[config.mk]
export PLATFORM = sky130hd
export DESIGN_NAME = pp_pack
export DESIGN_NICKNAME = d
export VERILOG_FILES = /design/src/rtl/pp_pkg.sv /design/src/rtl/pp_chk_acc.sv /design/src/rtl/pp_pack.sv
export SDC_FILE = /design/constraint.sdc
export NUM_CORES = 1
export LEC_CHECK = 0
export BUFFER_PORTS_ARGS = -buffer_cell sky130_fd_sc_hd__buf_2
export CAP_MARGIN = 20
export CORE_MARGIN = 8
export CORE_UTILIZATION = 26
export CTS_CLUSTER_DIAMETER = 30
export DETAILED_ROUTE_END_ITERATION = 16
export PLACE_DENSITY = 0.47
export SYNTH_ARGS = -nofsm -noshare
export SYNTH_HDL_FRONTEND = slang
export SYNTH_SLANG_ARGS = --single-unit
[constraint.sdc]
create_clock -name clk -period 2.6 [get_ports clk]
set_input_delay 0.13 -clock clk [delete_from_list [all_inputs] [get_ports clk]]
set_output_delay 0.13 -clock clk [all_outputs]
set_load 0.03 [all_outputs]
[src/rtl/pp_pkg.sv]
// Shared types and constants for the ping-pong byte packer.
package pp_pkg;
    localparam int BYTE_W = 8;
    localparam int CNT_W  = 4;

    typedef enum logic {
        FILL = 1'b0,
        SEND = 1'b1
    } state_t;
endpackage

[src/rtl/pp_chk_acc.sv]
// XOR accumulator over the bytes packed into the current word.
module pp_chk_acc
    import pp_pkg::*;
(
    input  logic              clk,
    input  logic              rst,
    input  logic              en,
    input  logic              clr,
    input  logic [BYTE_W-1:0] din,
    output logic [BYTE_W-1:0] chk
);

    always_ff @(posedge clk) begin
        if (rst || clr) begin
            chk <= '0;
        end else if (en) begin
            chk <= chk ^ din;
        end
    end

endmodule

[src/rtl/pp_pack.sv]
// Packs bytes LSB-first into BYTES-wide words with flush and back-pressure.
// Optional XOR checksum output chk is enabled by defining PP_PACK_CHKSUM_EN.
module pp_pack
    import pp_pkg::*;
#(
    parameter int BYTES = 4
) (
    input  logic                    clk,
    input  logic                    rst,
    input  logic                    in_vaild,
    input  logic [BYTE_W-1:0]       in,
    output logic                    busy,
    input  logic                    flush,
    input  logic                    out_ready,
    output logic                    out_vaild,
    output logic [BYTE_W*BYTES-1:0] out,
    output logic [CNT_W-1:0]        out_cnt,
    output logic                    out_last
`ifdef PP_PACK_CHKSUM_EN
    ,
    output logic [BYTE_W-1:0]       chk
`endif
);

    state_t           state;
    logic [CNT_W-1:0] cnt;
    logic             accept;
    logic             xfer;

    assign accept    = (state == FILL) && in_vaild;
    assign xfer      = (state == SEND) && out_ready;
    assign busy      = (state == SEND);
    assign out_vaild = (state == SEND);

    always_ff @(posedge clk) begin
        if (rst) begin
            state    <= FILL;
            cnt      <= '0;
            out      <= '0;
            out_cnt  <= '0;
            out_last <= 1'b0;
        end else begin
            case (state)
                FILL: begin
                    if (accept) begin
                        for (int unsigned k = 0; k < BYTES; k++) begin
                            if (cnt == CNT_W'(k)) begin
                                out[BYTE_W*k +: BYTE_W] <= in;
                            end
                        end
                        // A flush arriving with a byte closes the word after that byte.
                        if ((cnt == CNT_W'(BYTES - 1)) || flush) begin
                            state    <= SEND;
                            out_cnt  <= cnt + CNT_W'(1);
                            out_last <= flush;
                            cnt      <= '0;
                        end else begin
                            cnt <= cnt + CNT_W'(1);
                        end
                    end else if (flush && (cnt != '0)) begin
                        state    <= SEND;
                        out_cnt  <= cnt;
                        out_last <= 1'b1;
                        cnt      <= '0;
                    end
                end
                SEND: begin
                    if (xfer) begin
                        state    <= FILL;
                        out      <= '0;
                        out_cnt  <= '0;
                        out_last <= 1'b0;
                    end
                end
                default: state <= FILL;
            endcase
        end
    end

`ifdef PP_PACK_CHKSUM_EN
    pp_chk_acc u_chk_acc (
        .clk (clk),
        .rst (rst),
        .en  (accept),
        .clr (xfer),
        .din (in),
        .chk (chk)
    );
`endif

endmodule
==> results of run 1 <==
sequential cells by signal (all words and copies together) (netlist names):
name      flops
out_last      1
busy          1
out_cnt       4
out          32
cnt           4
cell type report:
class	instances	area share
Sequential cell	42	0.380
Clock inverter	2	0.00735
Timing Repair Buffer	53	0.122
Multi-Input combinational cell	129	0.400
Inverter	5	0.00848
Tap cell	80	0.0452
Clock buffer	6	0.0373
synth_stat cells:
| cell type | instances |
|---|---|
| xnor2_1 | 2 |
| buf_4 | 3 |
| clkinv_1 | 1 |
| nor4b_1 | 1 |
| nor2_1 | 37 |
| nor2b_1 | 8 |
| o2111ai_1 | 1 |
| a21oi_2 | 4 |
| or3_1 | 1 |
| nand2_1 | 4 |
| ha_1 | 4 |
| dfxtp_1 | 42 |
| a21oi_1 | 8 |
| nand3_1 | 1 |
| nor3b_1 | 1 |
| mux2i_1 | 33 |
| nor4b_4 | 1 |
| xor2_1 | 1 |
| inv_1 | 4 |
| buf_1 | 1 |
| a22oi_1 | 1 |
| a211oi_1 | 1 |
| o2bb2ai_1 | 1 |
| buf_2 | 2 |
| o21ai_0 | 8 |
| and2_0 | 2 |
| o22a_1 | 1 |
| or3b_1 | 1 |
| o21a_1 | 1 |
| clkbuf_1 | 5 |
| and2_1 | 1 |
| nand4_1 | 5 |
critical path: stages (launching register included):
cell and delay, ps:
dfxtp_1 740, nor4b_4 140, a21oi_2 620, mux2i_1 260
nor2_1 50
cells by family after synthesis:
kind of cell,Yosys count,synth area share
and+or+nand+nor,63,0.175
DFF,42,0.467
muxes,33,0.184
AOI/OAI and AO/OA,26,0.0911
buffers and inverters,16,0.0410
adders and majority gates,4,0.0278
xor gates and xnor gates,3,0.0146
report_power, final:
group,internal (mW),total [mW],switching (mW)
Combinational,0.0945,0.276,0.181
Clock,0.219,0.462,0.243
Sequential,0.677,0.702,0.0250
Total,0.990,1.44,0.449
through the flow:
step	instance area, um^2	util
after CTS	2210	0.328
after detailed placement	2110	0.313
after global placement	2110	0.313
final	2210	0.328
after floorplan	1800	-
after global routing	2210	0.328
layer usage:
layer / routed length [um] / part of all wire
met1: 2230 / 0.48
met2: 1930 / 0.42
met3: 407 / 0.088
met4: 55 / 0.012
met5: 0 / 0
how the worst max path moves through the flow:
stage,startpoint,endpoint,slack [ps]
finish,busy,out[5],650
global route,busy,out_cnt[0],420
CTS,busy,out[20],600
detailed placement,busy,out[20],620
global placement,busy,out[2],600
floorplan,cnt[0],cnt[1],970
==> metrics.md, run 1 <==
| Metric | Value |
|---|---|
| Status | complete, no violations |
| Commonest non-fill, non-tap cells in the layout | 51 x buf_2, 42 x dfxtp_1, 37 x nor2_1 |
| Final setup vio count | 0 |
| Port bufs | 51 |
| Worst Setup Slack, final | about 650 ps |
| Commonest non-fill, non-tap cell in the layout | buf_2 |
| Type of the worst min-delay path | in -> reg |
| Crit-path max FO | 15 |
| Top Usage Layer GRT | met2 |
| Initial core utilization | 0.266 |
| First DRT Iteration DRCs | 68 |
| Syn Std Cell Area | roughly 1800 um^2 |
| Worst EP arrival | about 2100 ps |
| Vias in the first global route | approximately 1,500 |
| CTS buffer count | 5 |
| Proportion of layout cells with a drive suffix above 1 | 0.278 |
| Seq/Total Area, Yosys | 0.467 |
| CTS Sinks | 42 |
| Pwr Density | about 650 nW/um^2 |
| Post-route clock skew | 7.31 ps |
| Peak Freq | 0.513 GHz |
| Post-route insts no fill | around 320 |
| Post-Syn Area per Cell | 9.62 um^2 |
| Die width | roughly 99 um |
| Number of hold buffers added after CTS | 0 |
| Hold path endpoint | busy |
| CP Capture Type | register |
| Die Y-Extent | 99.2 um |
| Synth area leader | dfxtp_1 |
| Final Power | ~1.4 mW |
| Worst reg2reg setup slack | around 650 ps |
| Fin. max-slew vios | 0 |
| Pleak | roughly 1.1 nW |
| Worst Hold Launch | out_ready |
| Register bit total from synthesis | 42 |
| RR Endpoint | out[5] |
| Largest net degree at the start of global routing | between 40 and 50 |
| Startpoint types | register |
| Post-synth top area share | 0.467 |
| Met2 Use GR | 0.143 |
| DRC violations left | 0 |
| Post-Syn Nets | just over 200 |
| Hpwl dp | 3.33 mm |
| Vias | between 1,000 and 1,500 |
| Slew HR | 0.471 |
| Cell count after synthesis | between 150 and 200 |
| Crit path time final | between 1500 and 2000 ps |
| Peak VDD IR | approximately 220 uV |
| CTS Buffer Depth | 2 |
| Pre-CTS WS | ~600 ps |
| Final Cycle Share | 0.749 |
| Diode count | 0 |
| Reg clk slew, reported paths | ~90 ps |
| Initial antenna violation count | 0 |
| CTS H-Tree Depth | 2 |
| Core ar. | approximately 6800 um^2 |
| R2R cell count | 4 |
| Setup bufs post-CTS | 0 |
| Number of detailed-route iterations in the first pass | 4 |
| Post-layout nets | between 200 and 300 |
| RR Startpoint | busy |
| Grt ovf | 0 |
| RSZ-0062 raised after global routing | no |
| Fillers | 740 |
| Hold Violations, Final | 0 |
| Clk Latency, worst-skew pair | around 300 ps |
| Post-route setup TNS | 0 ps |
| Slew of the pin with the lowest slew margin | approximately 790 ps |
| Final Hold Slack | between 100 and 150 ps |
| DR WL/cell | around 15 um |
| Sequential cell area | about 840 um^2 |
| Max Cap Violations | 0 |
| M3 GR Usage | 0.0461 |
| CTS root buffer | clkbuf_8 |
| Detail Route Antenna Nets | 0 |
| CP Data Required Time | between 2000 and 3000 ps |
| First-pass GRT wire length | around 7.5 mm |
| Drt via density | between 4 and 5 |
| Drt total wl | 4.62 mm |
| Hold path cells | 3 |
| Met1 Resource Use GR | 0.119 |
| Area grow syn2layout | 23.0% |
| TritonCTS clock tree | done |
| Multi-input gate area | 885 um^2 |
| I/O Pins | 52 |
| Post-Place Cells | between 300 and 400 |
| Die ar. | ~9800 um^2 |
| Top cells by area, synth | dfxtp_1 47%, mux2i_1 18%, nor2_1 7.7% |
| Yosys warns | 0 |
| # rows | 30 |
| Post-CTS sizing | 0 |
| Kind of critical path | reg -> reg |
| Global-route usage over all layers | 0.0958 |
| Count of cell types in the netlist | 32 |
| Final RePlAce weighted congestion | between 0.6 and 0.7 |
(Power assumes the default switching activity.)
==> run 2, diff against run 1 <==
ABC_AREA = 1   (was unset)
PLACE_DENSITY = 0.46   (was 0.47)
clock period = 1.95 ns   (was 2.6 ns; I/O delays follow)
==> run 2 against run 1 <==
Effect of this change:
- critical path depth up 2
- global-route usage rose by 1.7 points
- synthesized cell count rose by 37%
- setup slack got worse by 300 ps
- non-clock buffer count unchanged
- clock skew increased by 3.7 ps
- sequential power rose by 40%
- sequential share of layout area shrank 2.5 points
- critical path type unchanged
- largest cell class unchanged
- highest routed layer unchanged
==> metrics.md, run 2 <==
| Metric | Value |
|---|---|
| Status | complete, no violations (unchanged) |
| Max Cap Violations | 0 (unchanged) |
| Post-route insts no fill | 411 (was 317) |
| Worst EP arrival | 1800 ps (was 2110 ps) |
| Pwr Density | 937 nW/um^2 (was 650 nW/um^2) |
| Clk Latency, worst-skew pair | 300 ps (about the same) |
| Most flop-heavy register | out (unchanged) |
| RR Startpoint | cnt[0] (was busy) |
| Die width | 101 um (was 99.2 um) |
| Top delay family on crit path | flip-flops (unchanged) |
| Crit-path max FO | 10 (was 15) |
| Vias | 1,736 (was 1,451) |
| Final Power | 2.22 mW (was 1.44 mW) |
| Type of the worst min-delay path | in -> reg (unchanged) |
| Synth area leader | dfxtp_1 (unchanged) |
| CTS buffer count | 5 (unchanged) |
| TritonCTS clock tree | done (unchanged) |
| Initial antenna violation count | 0 (unchanged) |
| Worst reg2reg setup slack | 350 ps (was 650 ps) |
| Final Util | 0.332 (was 0.328) |
| Die Y-Extent | 101 um (was 99.2 um) |
| Post-Syn Area per Cell | 7.39 um^2 (was 9.62 um^2) |
| Slew HR | 0.733 (was 0.471) |
| Post-CTS sizing | 0 (unchanged) |
| Final RePlAce weighted congestion | 0.777 (was 0.698) |
| Largest net degree at the start of global routing | 38 (was 43) |
| First DRT Iteration DRCs | 127 (was 68) |
| Final setup vio count | 0 (unchanged) |
| Vias in the first global route | 1,840 (was 1,494) |
| Post-synth top cells | 77 x nor2_1, 42 x dfxtp_1, 33 x o21ai_0 (was 42 x dfxtp_1, 37 x nor2_1, 33 x mux2i_1) |
| Fin. max-slew vios | 0 (unchanged) |
| Final Cycle Share | 0.821 (was 0.749) |
| Count of cell types in the netlist | 24 (was 32) |
| I/O Pins | 52 (unchanged) |
| Peak VDD IR | 380 uV (was 222 uV) |
| Synth async-reset ratio | 0 (unchanged) |
| Post-layout nets | 328 (was 253) |
| Startpoint types | register (unchanged) |
| R2R cell count | 6 (was 4) |
| Peak Freq | 0.625 GHz (was 0.513 GHz) |
| Crit path from | cnt[0] (was busy) |
| Post-route clock skew | 11.0 ps (was 7.31 ps) |
| Top cells by area, synth | dfxtp_1 44%, nor2_1 15%, o21ai_0 8.7% (was dfxtp_1 47%, mux2i_1 18%, nor2_1 7.7%) |
| Syn Std Cell Area | 1890 um^2 (was 1800 um^2) |
| Grt ovf | 0 (unchanged) |
| RSZ-0062 raised after global routing | no (unchanged) |
| Initial core utilization | 0.265 (was 0.266) |
| First-pass GRT wire length | 9.07 mm (was 7.55 mm) |
| Flip-flop count of the largest register after layout | 32 (unchanged) |
| Port bufs | 51 (unchanged) |
| Drt via density | 4.22 (was 4.58) |
| CP Capture Type | register (unchanged) |
| CTS H-Tree Depth | 2 (unchanged) |
| Drt total wl | 5.33 mm (was 4.62 mm) |
| Number of hold buffers added after CTS | 0 (unchanged) |
| Crit path time final | 1600 ps (was 1950 ps) |
| Buf/Inv on CP | 1 (was 0) |
| Commonest non-fill, non-tap cell in the layout | nor2_1 (was buf_2) |
| Worst setup endpoint | out[24] (was out[5]) |
| Detail Route Antenna Nets | 0 (unchanged) |
| CTS Buffer Depth | 2 (unchanged) |
| Top FF cell, synth | dfxtp_1 (unchanged) |
| Most common cell on crit path | nor2_1 |
| Crit. path cell count | 6 (was 4) |
| Reg clk slew, reported paths | 80 ps (was 90 ps) |
| Diode count | 0 (unchanged) |
| Proportion of layout cells with a drive suffix above 1 | 0.282 (was 0.278) |
| Regs by FF count | out x32, cnt x4, out_cnt x4 (unchanged) |
| Seq/Total Area, Yosys | 0.444 (was 0.467) |
| Die ar. | 10,300 um^2 (was 9840 um^2) |
| CTS root buffer | clkbuf_8 (unchanged) |
| Hold Violations, Final | 0 (unchanged) |
| Top-count cell post-synth | nor2_1 (was dfxtp_1) |
| Commonest non-fill, non-tap cells in the layout | 77 x nor2_1, 51 x buf_2, 42 x dfxtp_1 (was 51 x buf_2, 42 x dfxtp_1, 37 x nor2_1) |
| Register bit total from synthesis | 42 (unchanged) |
| Slew of the pin with the lowest slew margin | 400 ps (was 793 ps) |
| DRC violations left | 0 (unchanged) |
| CP cell instances | ha_1 > nand2_4 > a21oi_4 > inv_2 > nor2_1 > nor2_1 (was nor4b_4 > a21oi_2 > mux2i_1 > nor2_1) |
| Critical path's largest stage delay | 490 ps (was 740 ps) |
| Post-Place Cells | 403 (was 309) |
| Core ar. | 7140 um^2 (was 6760 um^2) |
| CTS Sinks | 42 (unchanged) |
| Kind of critical path | reg -> reg (unchanged) |
| CP Data Required Time | 2150 ps (was 2760 ps) |
| Pleak | 1.17 nW (was 1.13 nW) |
| Post-synth top area share | 0.444 (was 0.467) |
| Cell count after synthesis | 256 (was 187) |
| Slowest CP cell | dfxtp_1 (unchanged) |
| Post-synth EDFFs | 0 (unchanged) |
| Post-route setup TNS | 0 ps (unchanged) |
| Hpwl dp | 4.01 mm (was 3.33 mm) |
| Setup bufs post-CTS | 0 (unchanged) |
| Number of detailed-route iterations in the first pass | 4 (unchanged) |
| # rows | 31 (was 30) |
| RR Endpoint | out[24] (was out[5]) |
| Yosys warns | 0 (unchanged) |
| Post-Syn Nets | 273 (was 204) |
| Global-route usage over all layers | 0.113 (was 0.0958) |
| DR WL/cell | 13.0 um (was 14.6 um) |
| Area grow syn2layout | 25.1% (was 23.0%) |
[run 2: cell count changes after synthesis, sizes merged, moves of 4 or more]
cell	before	now
nor2b	8	0
inv	4	27
nand2	4	33
buf	6	2
o21ai	8	35
mux2i	33	0
nand3	1	12
nor2	37	81
[run 2: worst min path at each step]
stage	cells past startpoint	endpoint	slack [ps]	startpoint
2_1_floorplan	1	busy	170	rst
3_3_place_gp	2	cnt[3]	350	rst
3_5_place_dp	2	cnt[0]	340	rst
4_1_cts	2	cnt[1]	30	rst
5_1_grt	2	cnt[1]	30	rst
6_report	2	cnt[1]	30	rst
[run 2: cells by family after synthesis]
family,after synthesis,synth area share
and+or+nand+nor,128,0.302
AOI/OAI and AO/OA,49,0.155
DFF,42,0.444
buffers and inverters,33,0.0728
adders and majority gates,4,0.0265
[run 2: power by group]
part,switching [mW],internal [mW]
clock network,0.312,0.382
logic,0.392,0.149
registers,0.0431,0.938
[run 2: layout make-up]
type	instances	area [um^2]
clock buffers	6	72.6
clock inverters	2	37.5
fillers	841	4770
inverters	28	108
multi-input cells	181	913
flip-flops and latches	42	841
well taps	99	124
repair buffers	53	270
[run 2: stage by stage]
stage / area [um^2] / hold slack, ps / worst slack [ps]
floorplan: 1890 / 167 / 492
global placement: 2260 / 354 / 358
detailed placement: 2260 / 345 / 351
CTS: 2370 / 28.7 / 328
global route: 2370 / 28.8 / 136
finish: 2370 / 33.8 / 350
[run 2: routing by layer]
metal,vias to the layer above,GRT usage,share of wire
met3,6,0.0364,0.052
met5,-,0,0
met2,39,0.183,0.45
met4,0,0.0378,0.013
li1,921,-,-
met1,770,0.136,0.48
==> run 3, diff against run 2 <==
clock period = 1.6 ns   (was 1.95 ns; I/O delays follow)
==> run 3 against run 2 <==
Effect of this change:
- clock skew shrank 8.6 ps
- sequential power grew 22%
- register-to-register slack lost 150 ps
- flip-flop and latch count is the same
- clock power grew 24%
- design area grew 2.4%
- total power grew 23%
- worst hold slack gained 83 ps
- utilization grew 0.81 points
- critical path depth grew 1
==> metrics.md, run 3 (synthesis results as in run 2) <==
| Metric | Value |
|---|---|
| Status | complete, no violations (unchanged) |
| Crit path from | busy (was cnt[0]) |
| # rows | 31 (unchanged) |
| Commonest non-fill, non-tap cell in the layout | nor2_1 (unchanged) |
| Pleak | 1.21 nW (was 1.17 nW) |
| Worst reg2reg setup slack | 200 ps (was 350 ps) |
| CTS Buffer Depth | 2 (unchanged) |
| I/O Pins | 52 (unchanged) |
| Post-route clock skew | 2.44 ps (was 11.0 ps) |
| Peak VDD IR | 493 uV (was 380 uV) |
| TritonCTS clock tree | done (unchanged) |
| Core ar. | 7140 um^2 (unchanged) |
| Diode count | 0 (unchanged) |
| Slowest CP cell | dfxtp_1 (unchanged) |
| DR WL/cell | 13.0 um (about the same) |
| Clk Latency, worst-skew pair | 300 ps (about the same) |
| Port bufs | 51 (unchanged) |
| Drt via density | 4.25 (was 4.22) |
| Drt total wl | 5.43 mm (was 5.33 mm) |
| Final setup vio count | 0 (unchanged) |
| CTS buffer count | 5 (unchanged) |
| Max Cap Violations | 0 (unchanged) |
| Worst Hold Launch | out_ready (was rst) |
| Commonest non-fill, non-tap cells in the layout | 77 x nor2_1, 51 x buf_2, 40 x dfxtp_1 (was 77 x nor2_1, 51 x buf_2, 42 x dfxtp_1) |
| Final Hold Slack | 117 ps (was 33.8 ps) |
| Reg clk slew, reported paths | 90 ps (was 80 ps) |
| Crit-path max FO | 10 (unchanged) |
| Area grow syn2layout | 28.1% (was 25.1%) |
| RSZ-0062 raised after global routing | no (unchanged) |
| Regs by FF count | out x32, cnt x4, out_cnt x4 (unchanged) |
| Post-route cell area | 2420 um^2 (was 2370 um^2) |
| Proportion of layout cells with a drive suffix above 1 | 0.299 (was 0.282) |
| Initial core utilization | 0.265 (unchanged) |
| Detail Route Antenna Nets | 0 (unchanged) |
| Final Cycle Share | 0.876 (was 0.821) |
| Slew of the pin with the lowest slew margin | 373 ps (was 400 ps) |
| Startpoint types | register (unchanged) |
| CTS root buffer | clkbuf_8 (unchanged) |
| Slew HR | 0.750 (was 0.733) |
| Type of the worst min-delay path | in -> reg (unchanged) |
| Placed Instance Area | 2290 um^2 (was 2260 um^2) |
| DRC violations left | 0 (unchanged) |
| Largest net degree at the start of global routing | 38 (unchanged) |
| Final Util | 0.340 (was 0.332) |
| Grt ovf | 0 (unchanged) |
| First-pass GRT wire length | 9.18 mm (was 9.07 mm) |
| Flip-flop count of the largest register after layout | 32 (unchanged) |
| Global-route usage over all layers | 0.113 (about the same) |
| Worst EP arrival | 1600 ps (was 1800 ps) |
| Most flop-heavy register | out (unchanged) |
| Top delay family on crit path | flip-flops (unchanged) |
| Hpwl dp | 4.00 mm (was 4.01 mm) |
| Critical path's largest stage delay | 500 ps (was 490 ps) |
| Peak Freq | 0.713 GHz (was 0.625 GHz) |
| Fin. max-slew vios | 0 (unchanged) |
| Initial antenna violation count | 0 (unchanged) |
| CTS H-Tree Depth | 2 (unchanged) |
| Kind of critical path | reg -> reg (unchanged) |
| Vias in the first global route | 1,807 (was 1,840) |
| Post-route setup TNS | 0 ps (unchanged) |
| Crit path time final | 1400 ps (was 1600 ps) |
| CTS Sinks | 42 (unchanged) |
| CP cell instances | inv_4 > nand2_4 > nand2_4 > a21oi_4 > inv_2 > nor2_1 > nor2_1 (was ha_1 > nand2_4 > a21oi_4 > inv_2 > nor2_1 > nor2_1) |
| Number of detailed-route iterations in the first pass | 4 (unchanged) |
| Pwr Density | 1130 nW/um^2 (was 937 nW/um^2) |
| Die Y-Extent | 101 um (unchanged) |
| Die width | 101 um (unchanged) |
| CP Data Required Time | 1800 ps (was 2150 ps) |
| Hold Violations, Final | 0 (unchanged) |
| Final RePlAce weighted congestion | 0.794 (was 0.777) |
| First DRT Iteration DRCs | 49 (was 127) |
| RR Startpoint | busy (was cnt[0]) |
| Die ar. | 10,300 um^2 (unchanged) |
| CP Capture Type | register (unchanged) |
| Buf/Inv on CP | 2 (was 1) |
| Post-layout nets | 334 (was 328) |
| Vias | 1,774 (was 1,736) |
-- run 3: layer usage --
metal  part of all wire  track usage  wire (um)
met5                  0            0          0
met4              0.014       0.0412         75
met3              0.064       0.0371        350
met2               0.46        0.177       2490
met1               0.46        0.141       2510
-- run 3: worst paths after layout --
check	to	depth (start not counted)
setup reg to reg	out[8]	7
setup / recovery	out[8]	7
hold reg to reg	out_cnt[1]	2
hold / removal	busy	4
-- run 3: worst reg2reg max path: cells and delay by family (launching register included) --
kind / cells / cell delay [ps]
AND/OR/NAND/NOR: 4 / 350
flip-flops: 1 / 500
buffers and inverters: 2 / 210
AO/OA/AOI/OAI: 1 / 240
-- run 3: layout make-up --
| type | instances | area (um^2) |
|---|---|---|
| Sequential cell | 42 | 843 |
| Tap cell | 99 | 124 |
| Fill cell | 814 | 4710 |
| Clock inverter | 2 | 37.5 |
| Timing Repair Buffer | 59 | 318 |
| Inverter | 28 | 108 |
| Clock buffer | 6 | 72.6 |
| Multi-Input combinational cell | 181 | 921 |
-- run 3: metrics by stage --
step	std cells	setup WS, ps	power [mW]
4_1_cts	417	49.8	2.78
3_3_place_gp	408	105	1.90
5_1_grt	417	25.4	2.90
3_5_place_dp	408	67.4	1.90
2_1_floorplan	256	142	1.69
6_report	417	198	2.74
-- run 3: repair_timing --
item                                   in CTS  in global routing
hold buffers                                1                  0
setup endpoints to repair                   0                 20
buffers inserted                            0                  0
resized for setup                           0                  3
endpoints found under the hold margin       1                  0
-- run 3: report_power, final --
part / leakage, nW / switching, mW / internal, mW / total (mW)
combinational: 0.808 / 0.479 / 0.198 / 0.677
clock: 0.0514 / 0.395 / 0.466 / 0.862
sequential: 0.346 / 0.0544 / 1.14 / 1.20
total: 1.21 / 0.929 / 1.81 / 2.74
